**src/rtl/sram_mem_controller.sv**
```systemverilog
// Sequences a 32-bit MEM-stage load/store onto a 16-bit async SRAM as two half-word phases.
// Latency: request in IDLE cycle 0 -> ready pulse in cycle 2*(WAIT_CYCLES+1)+1.
// Backpressure: freeze stalls the pipeline while a request is pending and not yet complete.
//
// Ports:
//   clk, rst_n             - clock, synchronous active-low reset
//   mem_read, mem_write    - MEM-stage load/store strobes, held stable while freeze=1
//   address, write_data    - byte address from the ALU and store data
//   read_data, ready       - load result and one-cycle completion pulse
//   freeze                 - pipeline stall
//   sram_addr, sram_dq_out, sram_dq_oe, sram_dq_in, sram_we_n - SRAM pins (tri-state lives at top level)
module sram_mem_controller #(
    parameter int BASE_ADDR   = 1024,
    parameter int WAIT_CYCLES = 2,
    parameter int SRAM_AW     = 18
) (
    input  logic               clk,
    input  logic               rst_n,
    input  logic               mem_read,
    input  logic               mem_write,
    input  logic [31:0]        address,
    input  logic [31:0]        write_data,
    output logic [31:0]        read_data,
    output logic               ready,
    output logic               freeze,
    output logic [SRAM_AW-1:0] sram_addr,
    output logic [15:0]        sram_dq_out,
    output logic               sram_dq_oe,
    input  logic [15:0]        sram_dq_in,
    output logic               sram_we_n
);

    typedef enum logic [1:0] {IDLE, LOW, HIGH, DONE} state_t;

    localparam logic [3:0] LAST_CNT = 4'(WAIT_CYCLES);

    state_t             state, state_nxt;
    logic [3:0]         cnt, cnt_nxt;
    logic               op_wr;
    logic [SRAM_AW-2:0] word;
    logic [31:0]        wdata;
    logic [31:0]        eff;
    logic               req;
    logic               phase_end;
    logic               unused_bits;

    assign req       = mem_read | mem_write;
    assign eff       = address - 32'(BASE_ADDR);
    // Byte offset and bits above the SRAM range play no part in the mapping.
    assign unused_bits = ^{eff[31:SRAM_AW+1], eff[1:0]};
    assign phase_end = (cnt == LAST_CNT);
    assign ready     = (state == DONE);
    assign freeze    = req & ~ready;

    // Next-state and phase counter
    always_comb begin
        state_nxt = state;
        cnt_nxt   = cnt;
        unique case (state)
            IDLE: begin
                if (req) begin
                    state_nxt = LOW;
                    cnt_nxt   = 4'd0;
                end
            end
            LOW: begin
                if (phase_end) begin
                    state_nxt = HIGH;
                    cnt_nxt   = 4'd0;
                end else begin
                    cnt_nxt = cnt + 4'd1;
                end
            end
            HIGH: begin
                if (phase_end) begin
                    state_nxt = DONE;
                    cnt_nxt   = 4'd0;
                end else begin
                    cnt_nxt = cnt + 4'd1;
                end
            end
            DONE: begin
                state_nxt = IDLE;
            end
            default: begin
                state_nxt = IDLE;
                cnt_nxt   = 4'd0;
            end
        endcase
    end

    // SRAM pin drive; idle everywhere outside the two data phases
    always_comb begin
        sram_addr   = '0;
        sram_dq_out = 16'h0000;
        sram_dq_oe  = 1'b0;
        sram_we_n   = 1'b1;
        if (state == LOW || state == HIGH) begin
            sram_addr = {word, (state == HIGH)};
            if (op_wr) begin
                sram_dq_oe  = 1'b1;
                sram_dq_out = (state == HIGH) ? wdata[31:16] : wdata[15:0];
                // we_n rises on the last phase cycle so the SRAM latches stable data
                sram_we_n   = phase_end;
            end
        end
    end

    always_ff @(posedge clk) begin
        if (!rst_n) begin
            state     <= IDLE;
            cnt       <= 4'd0;
            op_wr     <= 1'b0;
            word      <= '0;
            wdata     <= 32'h0;
            read_data <= 32'h0;
        end else begin
            state <= state_nxt;
            cnt   <= cnt_nxt;
            if (state == IDLE && req) begin
                op_wr <= mem_write;   // write wins when both strobes are set
                word  <= eff[SRAM_AW:2];
                wdata <= write_data;
            end
            if (!op_wr && phase_end) begin
                if (state == LOW)
                    read_data[15:0]  <= sram_dq_in;
                else if (state == HIGH)
                    read_data[31:16] <= sram_dq_in;
            end
        end
    end

endmodule

```
**config.mk**
```make
export PLATFORM = sky130hd
export DESIGN_NAME = sram_mem_controller
export DESIGN_NICKNAME = d
export VERILOG_FILES = /design/src/rtl/sram_mem_controller.sv
export SDC_FILE = /design/constraint.sdc
export NUM_CORES = 1
export LEC_CHECK = 0
export CAP_MARGIN = 5
export CORE_AREA = 3 3 99 101
export DETAILED_ROUTE_END_ITERATION = 7
export DIE_AREA = 0 0 102 104
export PLACE_DENSITY = 0.74
export SLEW_MARGIN = 20
export SYNTH_ARGS = -nofsm -noshare
export SYNTH_HDL_FRONTEND = slang
export SYNTH_SLANG_ARGS = --single-unit
```
**constraint.sdc**
```tcl
create_clock -name clk -period 2.5 [get_ports clk]
set_input_delay 0.625 -clock clk [delete_from_list [all_inputs] [get_ports clk]]
set_output_delay 0.625 -clock clk [all_outputs]
set_load 0.02 [all_outputs]
```
==> metrics.txt <==
post-DP HPWL 7420 µm; Diodes inserted 0; Worst Path Arrival 1.75 ns; post-route cell area 5440 µm²; via total after detailed routing 3,555; crit path capture type output port; Internal 2.75 mW; H-tree depth 3; clock power share 23.2%; initial antenna violation count 0; clock transition at the registers of the reported paths 0.09 ns; Finished Layout Cells 705; Seq cells post-synth 88; Synth Net Count 547; Max-cap violations 0; I/O Pins 154; CTS buffer count 9; wire length of the first global-routing pass 16,900 µm; die width 102 µm; layout cells sized above 1 12.1%; die area 10,600 µm²; # DRC 0; Cells after Synth 455; Worst Setup Start Kind register; CTS Buffer Depth 2; reg-to-reg slack, setup 0.68 ns; Final Util 59.7%; total wire length 10,200 µm; Final Cycle Share 95.2%; critical path fanouts, max 11; commonest non-fill, non-tap cell in the layout nand2_1; worst slew pin tran 0.551 ns; Comb pwr share 34.9%; drt initial violations 154; Final Hold Viols 0; Slew headroom 63.1%; Fmax 420 MHz; area share of the largest cell type after synthesis 46.0%; hold buffers post-CTS 0; yosys warns 0; final-stage net count 681; drt first pass iters 4; Synth area leaders dfxtp_1, nand2_1, mux2i_1; Placer Congestion 0.789; Placed Instance Area 5390 µm²; commonest cells after routing, fill and taps aside nand2_1, clkdlybuf4s50_1, dfxtp_1; Max VDD drop 0.532 mV; Die H 104 µm; P_leak 2.35 nW; sequential share of power 41.8%; Cell Area, Synth 3830 µm²; Tot GR Track Use 19.7%; status completed; Clock Latency Late Sink 0.34 ns; worst min-delay path category register to register; Fin Hold WS 0.454 ns; Setup violations, final 0; RSZ-0062 raised after global routing false; vias in the first global route 3,502; antenna-violating nets left 0; Net Sw Frac 34.8%; Placed Instances 689; Starting Density 42.0%; PwrDens 775 nW/µm²; CTS tree yes; IO Port Bufs 138; Avg Inst Size Synth 8.41 µm²; Yosys cell types 36; final worst path period need 2.38 ns; largest net degree at the start of global routing 41; net switching power figure 1.47 mW; Setup Fix Bufs, Post-CTS 0; area leader, netlist dfxtp_1; Worst Path Required 1.88 ns; Area Growth Syn to Fin 42.1%; Root Buffer clkbuf_8; Avg Vias per Cell 5.04; Crit Path Category register to output port; DR WL/cell 14.5 µm; Max Clock Skew 0.00942 ns; Slew Limit Fails 0; Overflow after GRT 0; CTS Sinks 88; Rows 35; Seq/Total Area, Yosys 46.0%; core footprint 9110 µm²; setup tns final 0 ns
[layout make-up]
cell class | count | area (µm²)
repair buffers | 153 | 1390
fillers | 819 | 3670
clock buffers | 11 | 141
well taps | 111 | 139
multi-input cells | 330 | 1920
clock inverters | 5 | 56.3
inverters | 7 | 26.3
flip-flops and latches | 88 | 1760
[per-layer routing]
layer	up-vias	GRT usage [%]	share of wire [%]
li1	1778	-	-
met1	1677	23.8	42
met2	78	34.0	53
met3	22	2.95	3.1
met4	0	8.25	2.4
met5	-	0	0
[cell usage after synthesis, drive strengths merged]
cell type	n
or3	1
or2	1
dfxtp	88
buf	14
and2	17
a21o	1
clkbuf	16
nand4	2
a2111oi	1
nor4b	1
nand3	2
a211oi	7
a31oi	3
and4	3
o21a	1
a21oi	45
xnor2	2
nand2	136
nand4b	1
nor2	22
nor3	4
nor2b	2
nor3b	3
or4b	1
nor4	1
ha	8
or4	1
inv	7
mux2i	49
o31ai	2
or3b	2
o21ai	11
[power groups by stage]
stage,logic [mW],registers (mW),clock network [mW]
after floorplan,0.940,1.77,0
after global placement,1.52,1.78,0
after detailed placement,1.55,1.79,0
after CTS,1.50,1.76,1.00
after global routing,1.63,1.80,1.06
final,1.47,1.76,0.980
[stage by stage]
step / setup WS, ns / power (mW)
finish: 0.121 / 4.22
detailed placement: 0.0485 / 3.34
global route: 0.0196 / 4.49
CTS: 0.000423 / 4.27
floorplan: 0.215 / 2.71
global placement: 0.0316 / 3.29
[final timing paths]
path | startpoint | end | cells after the start
setup reg to reg | state[0] | wdata[1] | 6
setup / recovery | state[0] | sram_addr[5] | 5
hold reg to reg | word[7] | word[7] | 2
hold / removal | word[7] | word[7] | 2
[worst max-delay path, stage by stage, from the launching register on]
cell	delay, ns
dfxtp_2	0.35
inv_1	0.08
ha_1	0.34
buf_4	0.18
and2_1	0.15
dlygate4sd2_1	0.32
[sequential cells by signal, summed over array words and instances, names as in the netlist]
name,count
read_data,32
wdata,32
word,17
cnt,4
state,2
op_wr,1
[kinds of logic (layout without fill, tap and decap cells)]
| kind of cell | after synthesis | in the layout | share of synthesized area [%] |
|---|---|---|---|
| AND/OR/NAND/NOR | 200 | 200 | 23.6 |
| flip-flops | 88 | 88 | 46.0 |
| AO/OA/AOI/OAI | 71 | 71 | 10.4 |
| multiplexers | 49 | 49 | 12.8 |
| buffers and inverters | 37 | 176 | 4.09 |
| adder cells (fa/ha/maj) | 8 | 8 | 2.62 |
| XOR/XNOR | 2 | 2 | 0.458 |
[what timing repair did]
item	CTS	global route
pin swaps	0	0
endpoints found under the hold margin	0	0
endpoints found under the setup margin	35	37
resized for setup	42	59
No activity file was read; power rests on OpenSTA's default activity.
==> variant 1 (same flow settings) <==
Set the parameter `SRAM_AW` to 9 (it was 18).
--- a/src/rtl/sram_mem_controller.sv
+++ b/src/rtl/sram_mem_controller.sv
@@ -12,7 +12,7 @@
 module sram_mem_controller #(
     parameter int BASE_ADDR   = 1024,
     parameter int WAIT_CYCLES = 2,
-    parameter int SRAM_AW     = 18
+    parameter int SRAM_AW     = 9
 ) (
     input  logic               clk,
     input  logic               rst_n,
Interface: changed (resized sram_addr); port bits go from 154 to 145. The function was not compared with the original's and may differ.
==> variant 1 against the unedited design <==
- register-to-register slack better by 120 ps
- worst setup slack hardly changed
- total power decreased by 15%
- sequential cell count decreased by 9
- synthesized cell count shrank 13%
- sequential power decreased by 12%
- routed wire length down 16%
- clock skew is 1.3 ps higher
- area after synthesis down 12%
- combinational power decreased by 20%
- cell area shrank 12%
- largest cell class unchanged
==> variant 1: results (changes against the unedited design) <==
* Reg2reg setup slack at 800 ps (was 680 ps)
* Mux contribution to synthesized area at 14.58% (was 12.82%)
* Library cells used by synthesis at 33 (was 36)
* Layout cells sized above 1 at 12.14% (was 12.12%)
* Inst Count DP at 614 (was 689)
* Met1 Resource Use GR at 20.84% (was 23.81%)
* Met3 wire len at 277 um (was 319 um)
* Final Cell Area at 0.004806 mm2 (was 0.005436 mm2)
* Place WS at 47.59 ps (was 48.54 ps)
* Vias/cell at 4.759 (was 5.043)
* Sequential fraction of the synthesis area at 47.02% (was 46.04%)
* DRT iter0 DRCs at 86 (was 154)
* Largest net degree at the start of global routing at 51 (was 41)
* Reg2reg path depth at 5 (was 6)
* Slew margin rel. at 46.05% (was 63.10%)
* Status: completed (unchanged)
* Area contributors post-synth: dfxtp_1 47%, nand2_1 15%, mux2i_1 15%, a21oi_1 6.5%, ha_1 2.6% (was dfxtp_1 46%, nand2_1 13%, mux2i_1 13%, a21oi_1 5.9%, and2_1 2.8%)
* Static Leakage at 2.082 nW (was 2.352 nW)
* GRT met3 Usage at 3.219% (was 2.951%)
* Worst Setup EP: sram_addr[7] (was sram_addr[5])
* DRT Wirelength at 8623 um (was 10230 um)
* Int Power at 2.370 mW (was 2.750 mW)
* Final GP Congestion at 0.8222 (was 0.7888)
* Combinational power at 1.17 mW (was 1.47 mW)
* Worst Hold Launch: word[4]$_SDFFE_PN0P_ (was word[7]$_SDFFE_PN0P_)
* Top cells by count, synth: 134 x nand2_1, 79 x dfxtp_1, 49 x mux2i_1 (was 134 x nand2_1, 88 x dfxtp_1, 49 x mux2i_1)
* Gate Count Post-Synth at 396 (was 455)
variant 1: changes by cell type in the layout (fill, tap and decap cells not counted), moves of 4 or more:
| cell | before | now |
|---|---|---|
| a211oi_1 | 7 | 0 |
| and2_1 | 17 | 8 |
| buf_2 | 2 | 12 |
| clkbuf_2 | 29 | 8 |
| clkdlybuf4s50_1 | 100 | 91 |
| dfxtp_1 | 87 | 78 |
| nor3_1 | 4 | 0 |
| o21ai_0 | 10 | 3 |
variant 1: repair_timing:
action | 4_1_cts | 5_1_grt
setup endpoints to repair | 26 | 27
gates resized for setup | 54 | 31
cloned | 0 | 0
buffers inserted | 0 | 0
variant 1: area by class of cell:
class | count | area share, %
Clock buffer | 11 | 3.150
Inverter | 5 | 0.3905
Sequential cell | 79 | 32.93
Multi-Input combinational cell | 286 | 34.42
Timing Repair Buffer | 133 | 25.54
Clock inverter | 5 | 0.6769
Tap cell | 111 | 2.890
==> variant 2 (same flow settings) <==
Made on the original files. The 4 states of `state_t` get a one-hot encoding in 4 bits.
--- a/src/rtl/sram_mem_controller.sv
+++ b/src/rtl/sram_mem_controller.sv
@@ -30,7 +30,7 @@
     output logic               sram_we_n
 );
 
-    typedef enum logic [1:0] {IDLE, LOW, HIGH, DONE} state_t;
+    typedef enum logic [3:0] {IDLE = 4'b0001, LOW = 4'b0010, HIGH = 4'b0100, DONE = 4'b1000} state_t;
 
     localparam logic [3:0] LAST_CNT = 4'(WAIT_CYCLES);
 
Check against the original RTL: same outputs for any inputs over 10 cycles, from zero or initial values and one cycle with rst_n low; not proved beyond that.
==> variant 2 against the unedited design <==
- worst setup slack worse by 82 ps
- area after synthesis up 8.7%
- routed wire length up 22%
- sequential cell count up 2
- die area unchanged
- via count up 23%
- cell area up 9.1%
- total power down 19%
- utilization up 5.4 points
- largest power group unchanged
==> variant 2: results (changes against the unedited design) <==
* Vias in the first global route at 4084 (was 3502)
* Total CTS buffers at 9 (unchanged)
* Sequential fraction of the synthesis area at 43.33% (was 46.04%)
* Top cells by count, synth: 95 x a21oi_1, 90 x dfxtp_1, 73 x nand3_1 (was 134 x nand2_1, 88 x dfxtp_1, 49 x mux2i_1)
* Synth warn at 0 (unchanged)
* CP max stage delay at 600 ps (was 350 ps)
* Final #Nets at 740 (was 681)
* Maximum VDD drop at 0.2839 mV (was 0.5317 mV)
* First-pass GRT wire length at 19640 um (was 16880 um)
* Library cells used by synthesis at 52 (was 36)
* CTS H-tree lvls at 3 (unchanged)
* Vias/cell at 5.666 (was 5.043)
* Final GP Congestion at 0.9100 (was 0.7888)
* Initial antenna violation count at 1 (was 0)
* All-Layer GR Usage at 22.25% (was 19.65%)
* Status: completed (unchanged)
* DRT Wirelength at 12440 um (was 10230 um)
* Slew margin rel. at 62.28% (was 63.10%)
* DR pass1 iterations at 5 (was 4)
* Crit path max-delay cell type: or4b_4 (was dfxtp_2)
* Mapped Nets at 607 (was 547)
* Number of port buffers at 138 (unchanged)
* Clk Latency, worst-skew pair at between 300 and 400 ps
* HPWL Detailed at 8315 um (was 7415 um)
* Crit path DAT at 1840 ps (was 1750 ps)
* Area contributors post-synth: dfxtp_1 43%, a21oi_1 11%, nand3_1 8.8%, o21ai_0 8.2%, nand2_1 3.3% (was dfxtp_1 46%, nand2_1 13%, mux2i_1 13%, a21oi_1 5.9%, and2_1 2.8%)
* DRT iter0 DRCs at 189 (was 154)
* Largest net degree at the start of global routing at 60 (was 41)
* Largest fanout on the critical path at 17 (was 11)
* Sw Share at 30.81% (was 34.78%)
* Static Leakage at 2.241 nW (was 2.352 nW)
* Layout cells sized above 1 at 13.98% (was 12.12%)
* Layout Skew at 12.47 ps (was 9.425 ps)
* Place WS at -106.0 ps (was 48.54 ps)
## variant 2: cell count changes in the layout (fill, tap and decap cells not counted), sizes merged, moves of 5 or more
cell and delta:
nand2 -99, nand3 +72, o21ai +65, a21oi +55, mux2i -48, buf +31
clkbuf -24, and3 +18, nor2 -16, and2 -15, dlygate4sd2 +13, ha -5
## variant 2: critical path: cells and delay by family, from the launching register on
family / cells / cell delay (ps)
and+or+nand+nor: 2 / 660
buffers and inverters: 3 / 390
DFF: 1 / 320
AOI/OAI and AO/OA: 1 / 120
## variant 2: final timing paths
check                              from                    end  slack [ps]  cells past startpoint
hold reg to reg    word[4]$_SDFFE_PN0P_   word[4]$_SDFFE_PN0P_         480                      2
hold / removal     word[4]$_SDFFE_PN0P_   word[4]$_SDFFE_PN0P_         480                      2
setup reg to reg  state[2]$_SDFFE_PN0P_  wdata[1]$_SDFFE_PN0P_         430                      6
setup / recovery  state[0]$_SDFFE_PN1P_        sram_dq_out[14]          40                      6
## variant 2: area by class of cell
| class | instances | area (um2) |
|---|---|---|
| multi-input combinational | 368 | 2112 |
| inverter | 9 | 46.29 |
| tap | 111 | 138.9 |
| clock buffer | 10 | 127.6 |
| clock inverter | 6 | 73.82 |
| sequential | 90 | 1802 |
| fill | 793 | 3177 |
| timing repair buffer | 175 | 1632 |
## variant 2: cell families (layout without fill, tap and decap cells)
group	count (synthesis)	count (layout)	share of synthesized area, %
AO/OA/AOI/OAI	198	198	25.91
flip-flops	90	90	43.33
buffers and inverters	62	200	6.921
multiplexers	1	1	0.2408
AND/OR/NAND/NOR	163	163	22.06
adder cells (fa/ha/maj)	3	3	0.9029
XOR/XNOR	3	3	0.6321
## variant 2: metal layers
metal	vias up	wire length (um)	track usage, %
li1	2143	-	-
met2	145	6116	37.00
met3	14	797	3.622
met4	2	163	5.623
met5	-	13	0
met1	2053	5349	29.82
## variant 2: timing repair
action	in CTS	in global routing
pin swaps	0	1
setup endpoints to repair	38	32
buffers inserted	2	1
gates resized for setup	74	38
gates cloned	0	2
## variant 2: power by group through the flow
stage	combinational [mW]	clock (mW)	sequential, mW
after floorplan	0.473	0	1.63
after CTS	0.776	1.03	1.61
after detailed placement	0.771	0	1.64
after global placement	0.759	0	1.64
after global routing	0.876	1.10	1.63
final	0.800	1.02	1.61
## variant 2: stage by stage
stage / instance area, um2 / std cells / hold slack [ps]
after global placement: 5702 / 748 / 457.5
final: 5932 / 769 / 478.0
after CTS: 5914 / 766 / 478.0
after global routing: 5932 / 769 / 502.6
after detailed placement: 5702 / 748 / 464.5
after floorplan: 4158 / 520 / 449.0
